===== src/rtl/wb_arb_pkg.sv =====
// Shared parameters and types for the register-file write-port arbiter.
// Imported by the interface, the SP queue and the arbiter top.
package wb_arb_pkg;

    localparam int DATA_W = 8;
    localparam int ADDR_W = 2;
    localparam int QDEPTH = 2;

    localparam logic [ADDR_W-1:0] SP_ADDR = 2'd3;
    localparam logic [DATA_W-1:0] SP_RST  = 8'hFF;

    typedef enum logic [1:0] {
        Q_EMPTY = 2'd0,
        Q_ONE   = 2'd1,
        Q_FULL  = 2'd2
    } q_state_t;

endpackage


===== src/rtl/wb_port_arbiter_if.sv =====
// Bundle of requester inputs and register-file / status outputs.
// The pipeline side uses master, the arbiter uses slave.
interface wb_port_arbiter_if;
    import wb_arb_pkg::*;

    logic              wb_wen;
    logic [ADDR_W-1:0] wb_addr;
    logic [DATA_W-1:0] wb_data;
    logic              sp_wen;
    logic [DATA_W-1:0] sp_data;

    logic              rf_wen;
    logic [ADDR_W-1:0] rf_waddr;
    logic [DATA_W-1:0] rf_wdata;
    logic              stall_req;
    logic [1:0]        q_count;
    logic [DATA_W-1:0] sp_shadow;
    logic              ovf_err;

    modport master (
        output wb_wen, wb_addr, wb_data,
        output sp_wen, sp_data,
        input  rf_wen, rf_waddr, rf_wdata,
        input  stall_req, q_count,
        input  sp_shadow, ovf_err
    );

    modport slave (
        input  wb_wen, wb_addr, wb_data,
        input  sp_wen, sp_data,
        output rf_wen, rf_waddr, rf_wdata,
        output stall_req, q_count,
        output sp_shadow, ovf_err
    );

endinterface


===== src/rtl/sp_queue.sv =====
// Two-entry circular FIFO holding deferred stack-pointer writes.
// Push and pop together on a full queue is legal and keeps it full.
module sp_queue
    import wb_arb_pkg::*;
(
    input  logic              clk,
    input  logic              rst_n,
    input  logic              push,
    input  logic              pop,
    input  logic              flush,
    input  logic [DATA_W-1:0] din,
    output logic [DATA_W-1:0] dout,
    output logic [1:0]        count
);

    q_state_t          state_q, state_d;
    logic              wp_q, wp_d;
    logic              rp_q, rp_d;
    logic [DATA_W-1:0] mem_q [QDEPTH];
    logic [DATA_W-1:0] mem_d [QDEPTH];

    always_ff @(posedge clk or negedge rst_n) begin
        if (!rst_n) begin
            state_q  <= Q_EMPTY;
            wp_q     <= 1'b0;
            rp_q     <= 1'b0;
            mem_q[0] <= '0;
            mem_q[1] <= '0;
        end else begin
            state_q <= state_d;
            wp_q    <= wp_d;
            rp_q    <= rp_d;
            mem_q   <= mem_d;
        end
    end

    always_comb begin
        state_d = state_q;
        wp_d    = wp_q;
        rp_d    = rp_q;
        mem_d   = mem_q;
        if (flush) begin
            wp_d = 1'b0;
            rp_d = 1'b0;
        end else begin
            if (push) begin
                mem_d[wp_q] = din;
                wp_d        = ~wp_q;
            end
            if (pop) begin
                rp_d = ~rp_q;
            end
        end
        unique case (1'b1)
            flush: begin
                state_d = Q_EMPTY;
            end
            !flush && push && !pop: begin
                state_d = (state_q == Q_EMPTY) ? Q_ONE : Q_FULL;
            end
            !flush && pop && !push: begin
                state_d = (state_q == Q_FULL) ? Q_ONE : Q_EMPTY;
            end
            default: begin
            end
        endcase
    end

    assign dout  = mem_q[rp_q];
    assign count = state_q;

endmodule


===== src/rtl/wb_port_arbiter.sv =====
// Single register-file write port shared by write-back and SP updates.
// SP updates that lose the port wait in a two-entry queue.
module wb_port_arbiter
    import wb_arb_pkg::*;
(
    input logic                clk,
    input logic                rst_n,
    wb_port_arbiter_if.slave   bus
);

    logic              rf_wen_q, rf_wen_d;
    logic [ADDR_W-1:0] rf_waddr_q, rf_waddr_d;
    logic [DATA_W-1:0] rf_wdata_q, rf_wdata_d;
    logic [DATA_W-1:0] sp_shadow_q, sp_shadow_d;
    logic              ovf_err_q, ovf_err_d;

    logic              q_push;
    logic              q_pop;
    logic              q_flush;
    logic [DATA_W-1:0] q_dout;
    logic [1:0]        q_count;

    logic sel_sp_wr;
    logic sel_wb;
    logic sel_drain;
    logic sel_direct;
    logic q_empty;
    logic q_full;

    sp_queue u_sp_queue (
        .clk   (clk),
        .rst_n (rst_n),
        .push  (q_push),
        .pop   (q_pop),
        .flush (q_flush),
        .din   (bus.sp_data),
        .dout  (q_dout),
        .count (q_count)
    );

    assign q_empty = (q_count == Q_EMPTY);
    assign q_full  = (q_count == Q_FULL);

    // Mutually exclusive selects, in priority order.
    assign sel_sp_wr  = bus.wb_wen && (bus.wb_addr == SP_ADDR);
    assign sel_wb     = bus.wb_wen && (bus.wb_addr != SP_ADDR);
    assign sel_drain  = !bus.wb_wen && !q_empty;
    assign sel_direct = !bus.wb_wen && q_empty && bus.sp_wen;

    always_comb begin
        rf_wen_d    = 1'b0;
        rf_waddr_d  = rf_waddr_q;
        rf_wdata_d  = rf_wdata_q;
        sp_shadow_d = sp_shadow_q;
        ovf_err_d   = ovf_err_q;
        q_push      = 1'b0;
        q_pop       = 1'b0;
        q_flush     = 1'b0;
        unique case (1'b1)
            sel_sp_wr: begin
                // Queued SP values are older than this write: drop them.
                rf_wen_d    = 1'b1;
                rf_waddr_d  = SP_ADDR;
                rf_wdata_d  = bus.wb_data;
                q_flush     = 1'b1;
                sp_shadow_d = bus.wb_data;
            end
            sel_wb: begin
                rf_wen_d   = 1'b1;
                rf_waddr_d = bus.wb_addr;
                rf_wdata_d = bus.wb_data;
                if (bus.sp_wen) begin
                    if (!q_full) begin
                        q_push      = 1'b1;
                        sp_shadow_d = bus.sp_data;
                    end else begin
                        ovf_err_d = 1'b1;
                    end
                end
            end
            sel_drain: begin
                rf_wen_d   = 1'b1;
                rf_waddr_d = SP_ADDR;
                rf_wdata_d = q_dout;
                q_pop      = 1'b1;
                if (bus.sp_wen) begin
                    q_push      = 1'b1;
                    sp_shadow_d = bus.sp_data;
                end
            end
            sel_direct: begin
                rf_wen_d    = 1'b1;
                rf_waddr_d  = SP_ADDR;
                rf_wdata_d  = bus.sp_data;
                sp_shadow_d = bus.sp_data;
            end
            default: begin
            end
        endcase
    end

    always_ff @(posedge clk or negedge rst_n) begin
        if (!rst_n) begin
            rf_wen_q    <= 1'b0;
            rf_waddr_q  <= '0;
            rf_wdata_q  <= '0;
            sp_shadow_q <= SP_RST;
            ovf_err_q   <= 1'b0;
        end else begin
            rf_wen_q    <= rf_wen_d;
            rf_waddr_q  <= rf_waddr_d;
            rf_wdata_q  <= rf_wdata_d;
            sp_shadow_q <= sp_shadow_d;
            ovf_err_q   <= ovf_err_d;
        end
    end

    assign bus.rf_wen    = rf_wen_q;
    assign bus.rf_waddr  = rf_waddr_q;
    assign bus.rf_wdata  = rf_wdata_q;
    assign bus.stall_req = q_full;
    assign bus.q_count   = q_count;
    assign bus.sp_shadow = sp_shadow_q;
    assign bus.ovf_err   = ovf_err_q;

endmodule


===== src/flat_wrapper.sv =====
// flat-port wrapper written by rule: the top's interface ports become plain ports
module wb_port_arbiter_flat import wb_arb_pkg::*;
  (clk, rst_n, bus_wb_wen, bus_wb_addr, bus_wb_data, bus_sp_wen, bus_sp_data, bus_rf_wen, bus_rf_waddr, bus_rf_wdata, bus_stall_req, bus_q_count, bus_sp_shadow, bus_ovf_err);
  wb_port_arbiter_if bus_i ();
  input logic clk;
  input logic rst_n;
  input wire logic [$bits(bus_i.wb_wen)-1:0] bus_wb_wen;
  input wire logic [$bits(bus_i.wb_addr)-1:0] bus_wb_addr;
  input wire logic [$bits(bus_i.wb_data)-1:0] bus_wb_data;
  input wire logic [$bits(bus_i.sp_wen)-1:0] bus_sp_wen;
  input wire logic [$bits(bus_i.sp_data)-1:0] bus_sp_data;
  output wire logic [$bits(bus_i.rf_wen)-1:0] bus_rf_wen;
  output wire logic [$bits(bus_i.rf_waddr)-1:0] bus_rf_waddr;
  output wire logic [$bits(bus_i.rf_wdata)-1:0] bus_rf_wdata;
  output wire logic [$bits(bus_i.stall_req)-1:0] bus_stall_req;
  output wire logic [$bits(bus_i.q_count)-1:0] bus_q_count;
  output wire logic [$bits(bus_i.sp_shadow)-1:0] bus_sp_shadow;
  output wire logic [$bits(bus_i.ovf_err)-1:0] bus_ovf_err;
  assign bus_i.wb_wen = bus_wb_wen;
  assign bus_i.wb_addr = bus_wb_addr;
  assign bus_i.wb_data = bus_wb_data;
  assign bus_i.sp_wen = bus_sp_wen;
  assign bus_i.sp_data = bus_sp_data;
  assign bus_rf_wen = bus_i.rf_wen;
  assign bus_rf_waddr = bus_i.rf_waddr;
  assign bus_rf_wdata = bus_i.rf_wdata;
  assign bus_stall_req = bus_i.stall_req;
  assign bus_q_count = bus_i.q_count;
  assign bus_sp_shadow = bus_i.sp_shadow;
  assign bus_ovf_err = bus_i.ovf_err;
  wb_port_arbiter u_core (.clk(clk), .rst_n(rst_n), .bus(bus_i));
endmodule

===== config.mk =====
export PLATFORM = sky130hd
export DESIGN_NAME = wb_port_arbiter_flat
export DESIGN_NICKNAME = d
export VERILOG_FILES = /design/src/rtl/wb_arb_pkg.sv /design/src/rtl/wb_port_arbiter_if.sv /design/src/rtl/sp_queue.sv /design/src/rtl/wb_port_arbiter.sv /design/src/flat_wrapper.sv
export SDC_FILE = /design/constraint.sdc
export NUM_CORES = 1
export LEC_CHECK = 0
export BUFFER_PORTS_ARGS = -buffer_cell sky130_fd_sc_hd__buf_2
export CAP_MARGIN = 20
export CORE_AREA = 4 4 68 70
export CTS_BUF_LIST = sky130_fd_sc_hd__clkbuf_8
export CTS_CLUSTER_SIZE = 16
export DETAILED_ROUTE_END_ITERATION = 12
export DIE_AREA = 0 0 72 74
export PLACE_DENSITY = 0.78
export RECOVER_POWER = 50
export REMOVE_ABC_BUFFERS = 1
export SLEW_MARGIN = 20
export SYNTH_ARGS = -nofsm -noshare
export SYNTH_HDL_FRONTEND = slang
export SYNTH_SLANG_ARGS = --single-unit

===== constraint.sdc =====
create_clock -name clk -period 1.4 [get_ports clk]
set_input_delay 0.28 -clock clk [delete_from_list [all_inputs] [get_ports clk]]
set_output_delay 0.28 -clock clk [all_outputs]
set_load 0.005 [all_outputs]

Word level (Yosys, flattened, before mapping)
Index checks and enable logic that the tools add are counted.
Operators by class
  magnitude comparators: 3
  equal/unequal tests: 6
  mux-type cells: 26
  bitwise operators: 5
  reduce and logical (&&, ||, !) cells: 28
Operator list (count)
  $mux 8: 7
  $pmux 8 s4: 1
  $pmux 8 s3: 1
  $bwmux 16: 1
  $mux 1: 11
  $logic_and 1x1->1: 10
  $demux 8 s1: 1
  $ne 2x2->1 const B: 4
  $pmux 2 s3: 1
  $reduce_bool 2->1: 3
  $reduce_bool 3->1: 2
  $logic_not 1->1: 5
  $eq 2x2->1 const B: 2
  $ge 2x2->1 const B: 2
  $not 1->2: 2
  $pmux 2 s2: 1
  $reduce_and 4->1: 1
  $reduce_bool 4->1: 1
  $reduce_or 4->1: 1
  $not 1->1: 3
  $reduce_and 3->1: 1
  $reduce_or 3->1: 1
  $logic_not 2->1: 1
  $lt 2x1->1 const B: 1
  other kinds (4): 4
Storage, ports and cells
  flip-flop bits (word level): 40
  output and inout port bits: 23
  logic and storage cells: 78

Depth between registers and ports, before layout
  depth after elaboration: 7
  gate-level depth with buffers: 6

Hierarchy
From an unflattened synthesis, not the netlist that was laid out.
Second synthesis, totals
  cells, all modules: 173
  area total of the unflattened synthesis: 2050.7 um2
By module, submodules not included
  wb_port_arbiter: times used 1, cells an instance 112, area an instance 1151.1 um2, seq. area each 510.5 um2
  sp_queue: times used 1, cells an instance 61, area an instance 899.6 um2, seq. area each 500.5 um2

Least setup slack after synthesis
Ideal clock, no wire load.
  path kind: reg-to-reg
  from: register u_core.u_sp_queue.state_q[1] (netlist: u_core.u_sp_queue.count[1])
  to: register u_core.u_sp_queue.mem_q[10] in the netlist's numbering
  setup time: 0.125 ns
  arrival time: 1.469 ns
  required time: 1.275 ns
  setup slack: -0.193 ns
  stages on the path, launching flop included: 7
  period minus slack after synthesis: 1.593 ns
  cell sequence: dfrtp_1 > buf_6 > xor2_1 > o211ai_1 > nand2b_1 > buf_2 > mux2_2
On the way
  word-level cells in the longest chain between the ends: 5
  elaborated cells between the ends (all ways): 8
Ends and longest elaborated chain
  from (decl): RTL line sp_queue.sv:16  | q_state_t state_q, state_d;
  from (signal assigned): RTL line sp_queue.sv:30  | state_q <= state_d;
  $eq 2x2->1 / $logic_not 2->1 (equally long branches): RTL line wb_port_arbiter.sv:42, wb_port_arbiter.sv:41
  $mux 1 / $logic_not 1->1 (equally long branches): RTL line wb_port_arbiter.sv:73, wb_port_arbiter.sv:47
  $mux 1 / $logic_and 1x1->1 (equally long branches): RTL line wb_port_arbiter.sv:72, wb_port_arbiter.sv:47
  $pmux 1 s2 (*): RTL line wb_port_arbiter.sv:59  | unique case (1'b1)
  $reduce_and 2->1 (no source line) (*)
  to (signal assigned): RTL line sp_queue.sv:33  | mem_q <= mem_d;
  to (decl): RTL line sp_queue.sv:19  | logic [DATA_W-1:0] mem_q [QDEPTH];
Every way passes the cells marked *; elsewhere a longest branch is shown, timed or not.
A chain may end at the register's enable or synchronous reset.

Worst setup path in the final report
  from: register u_core.u_sp_queue.state_q[1] (netlist: u_core.u_sp_queue.count[1])
  to: register u_core.u_sp_queue.mem_q[2] in the netlist's numbering
Same word-level chain as after synthesis.

==> flow_summary.yaml <==
cells_and_area:
  antenna_cells: 0
  area_growth_pct: 36.19
  fin_area_um2: 2641
  drive_gt1_frac: 0.5536
  finish.net_count: 254
detailed_routing:
  drt-total-wl_um: 5004
  vias: 1552
  antenna_left: 0
  vias_per_cell: 5.484
  drc: 0
  wire_per_inst_um: 17.68
  dr.pass1.iters: 7
  drt_iter0_drc: 201
timing:
  final-hold-violation-count: 0
  rsz0062_at_grt: "true"
  fin_ws_ns: -0.2464
  relSlewSlack: 0.6328
  setup_viol: 35
  fin_crit_ns: 1.646
  fin_skew_ns: 0.006852
  clock.fmax_ghz: 0.6074
  hold_slack_ns: 0.2568
  worstMarginPinSlew_ns: 0.5508
  fin_crit_sh: 1.176
  maxSlewViolCount: 0
synth:
  synth-async-reset-ratio: 1.000
  synth-xor-area-share: 0.009032
  synth_top_area_cell: "dfrtp_1"
  yosys.area_share.simple: 0.1310
  yosys_most_used_dff: "dfrtp_1"
  syn_avg_cell_area_um2: 11.61
  synth_fa_ha_area_frac: 0
  yosysUniqueCellTypes: 32
  yosys.area.top_type_share: 0.4129
  synth-edff-count: 0
  synth_seq_cells: 40
  synth_mux_area_frac: 0.2065
  synth_top_family_by_area: "multiplexers"
  synth_area_um2: 1939
  synthCells: 167
  synth_warnings: 0
  synth_area_leaders: "dfrtp_1 (41%), dfstp_2 (11%), mux2_2 (9.3%), mux2_4 (6.2%), mux2i_1 (5.2%)"
  synth-seq-area-share: 0.5213
  synth-compound-area-share: 0.09613
die:
  io_pins: 45
  die_area_um2: 5328
  initial_core_util: 0.4883
  die_height_um: 74
  core_area_um2: 3971
  die_width_um: 72
  rows: 23
outcome:
  violations: "setup timing"
  status: "finished, violations left"
clock_tree:
  path_clk_slew_ns: 0.08
  cts_sinks: 40
  cts-root-buf: "clkbuf_8"
  numCtsBuffers: 5
  insertion_delay_ns: 0.30
  cts_htree_levels: 2
  clockBufferDepth: 2
  cts_tree: "built"
placed_design:
  io_buffers: 44
  place_congestion: 0.7938
  placed_cell_area_um2: 2316
  dp_hpwl_um: 3093
  place_ws_ns: -0.3106
global_routing:
  first_global_vias: 1583
  grt_pass1_wl_um: 7866
  antenna_found_initial: 0
  grt-ovfl-total: 0
  grt_start_max_net_pins: 41
  grt_usage: 0.1958
power_and_ir_drop:
  ir_worst_vdd_v: 0.0007659
  leakagePower_uw: 0.001242
  power.density_nw_per_um2: 1586
  power_uw: 4188
worst_setup_path:
  worst-setup-path-type: "reg2reg"
  worstSetupStartpointType: "flop"
  critPathMaxFanout: 4
  crit_arrival_ns: 1.83
  required_ns: 1.58
  end_kind: "flop"
flow_run:
  cap_violations: 0
hold_path:
  hp-class: "in2reg"
path summary, 6_finish.rpt:
check	start	endpoint	slack [ns]	depth (start not counted)
hold / removal	bus_sp_data[3]	u_core.u_sp_queue.mem_q[3]	0.26	2
setup reg to reg	u_core.u_sp_queue.count[1]	u_core.u_sp_queue.mem_q[2]	-0.25	5
min in group asynchronous	rst_n	u_core.u_sp_queue.mem_q[2]	0.61	3
setup / recovery	u_core.u_sp_queue.count[1]	u_core.u_sp_queue.mem_q[2]	-0.25	5
max in group asynchronous	rst_n	u_core.u_sp_queue.count[0]	0.38	3
hold reg to reg	u_core.bus.sp_shadow[5]	u_core.bus.sp_shadow[5]	0.46	2
what timing repair did:
action | in CTS | in global routing
endpoints found under the hold margin | 32 | 0
cloned | 1 | 0
pin swaps | 1 | 15
endpoints found under the setup margin | 35 | 36
hold buffers | 1 | 0
gates resized for setup | 19 | 27
setup buffers | 2 | 3
cells in the final DEF (no fill, tap or decap), drive strengths merged:
master,synthesis,final
buf,6,66
dfrtp,32,32
mux2,24,24
nor2,20,20
nand2,13,13
mux2i,10,10
o21ai,10,10
nand2b,9,9
a222oi,8,8
dfstp,8,8
clkbuf,4,7
inv,3,3
a21oi,3,3
xor2,2,2
nand3b,2,2
clkinv,0,2
or2,2,2
nor3,2,2
a21boi,2,2
nor2b,1,1
or4,1,1
nand3,1,1
o211ai,1,1
and2,1,1
a31o,1,1
o22ai,1,1
dlygate4sd3,0,1
per-layer routing:
layer  routed length (um)  vias to the layer above  global-route usage
met1                 2096                      778              0.2452
met2                 2587                       43              0.3337
met4                   61                        0             0.06263
li1                     -                      725                   -
met5                    0                        -                   0
met3                  259                        6             0.05135
flip-flops by register name (all words and copies together) (netlist names):
signal,count
u_core.bus.ovf_err,1
u_core.bus.rf_waddr,2
u_core.bus.rf_wdata,8
u_core.bus.rf_wen,1
u_core.bus.sp_shadow,8
u_core.u_sp_queue.count,2
u_core.u_sp_queue.mem_q,16
u_core.u_sp_queue.rp_q,1
u_core.u_sp_queue.wp_q,1
critical path: stages, from the launching register on:
cell and delay [ns]:
dfrtp_2 0.43, xor2_1 0.14, o211ai_1 0.29, or2_1 0.20, buf_4 0.16, mux2_4 0.30
report_power, final:
part | switching, uW | leakage (uW) | internal (uW) | total (uW)
Sequential | 306 | 0.000456 | 1570 | 1880
Combinational | 579 | 0.000734 | 932 | 1510
Clock | 404 | 0.0000510 | 393 | 798
per-stage QoR:
step             util  std cells  setup TNS, ns
6_report       0.6651        283         -5.909
4_1_cts        0.6399        280         -4.888
3_3_place_gp   0.5832        268         -6.828
5_1_grt        0.6651        283         -8.240
2_1_floorplan       -        157         -5.067
3_5_place_dp   0.5832        268         -7.295
final cells by class:
| class | instances | area (um2) |
|---|---|---|
| fill | 296 | 1330 |
| sequential | 40 | 1015 |
| multi-input combinational | 114 | 998.5 |
| timing repair buffer | 68 | 461.7 |
| clock buffer | 6 | 82.58 |
| tap | 50 | 62.56 |
| inverter | 3 | 11.26 |
| clock inverter | 2 | 10.01 |
logic make-up (layout without fill, tap and decap cells):
group,after synthesis,count (layout)
simple gates,52,52
flops,40,40
mux,34,34
compound gates,26,26
buf+inv,13,79
xor+xnor,2,2
cells in the mapped netlist (4+ instances only):
master,count
a222oi_1,8
buf_2,4
dfrtp_1,32
dfstp_2,8
mux2_2,16
mux2_4,8
mux2i_1,10
nand2_1,12
nand2b_1,9
nor2_1,20
o21ai_1,8
(Power assumes the default switching activity.)
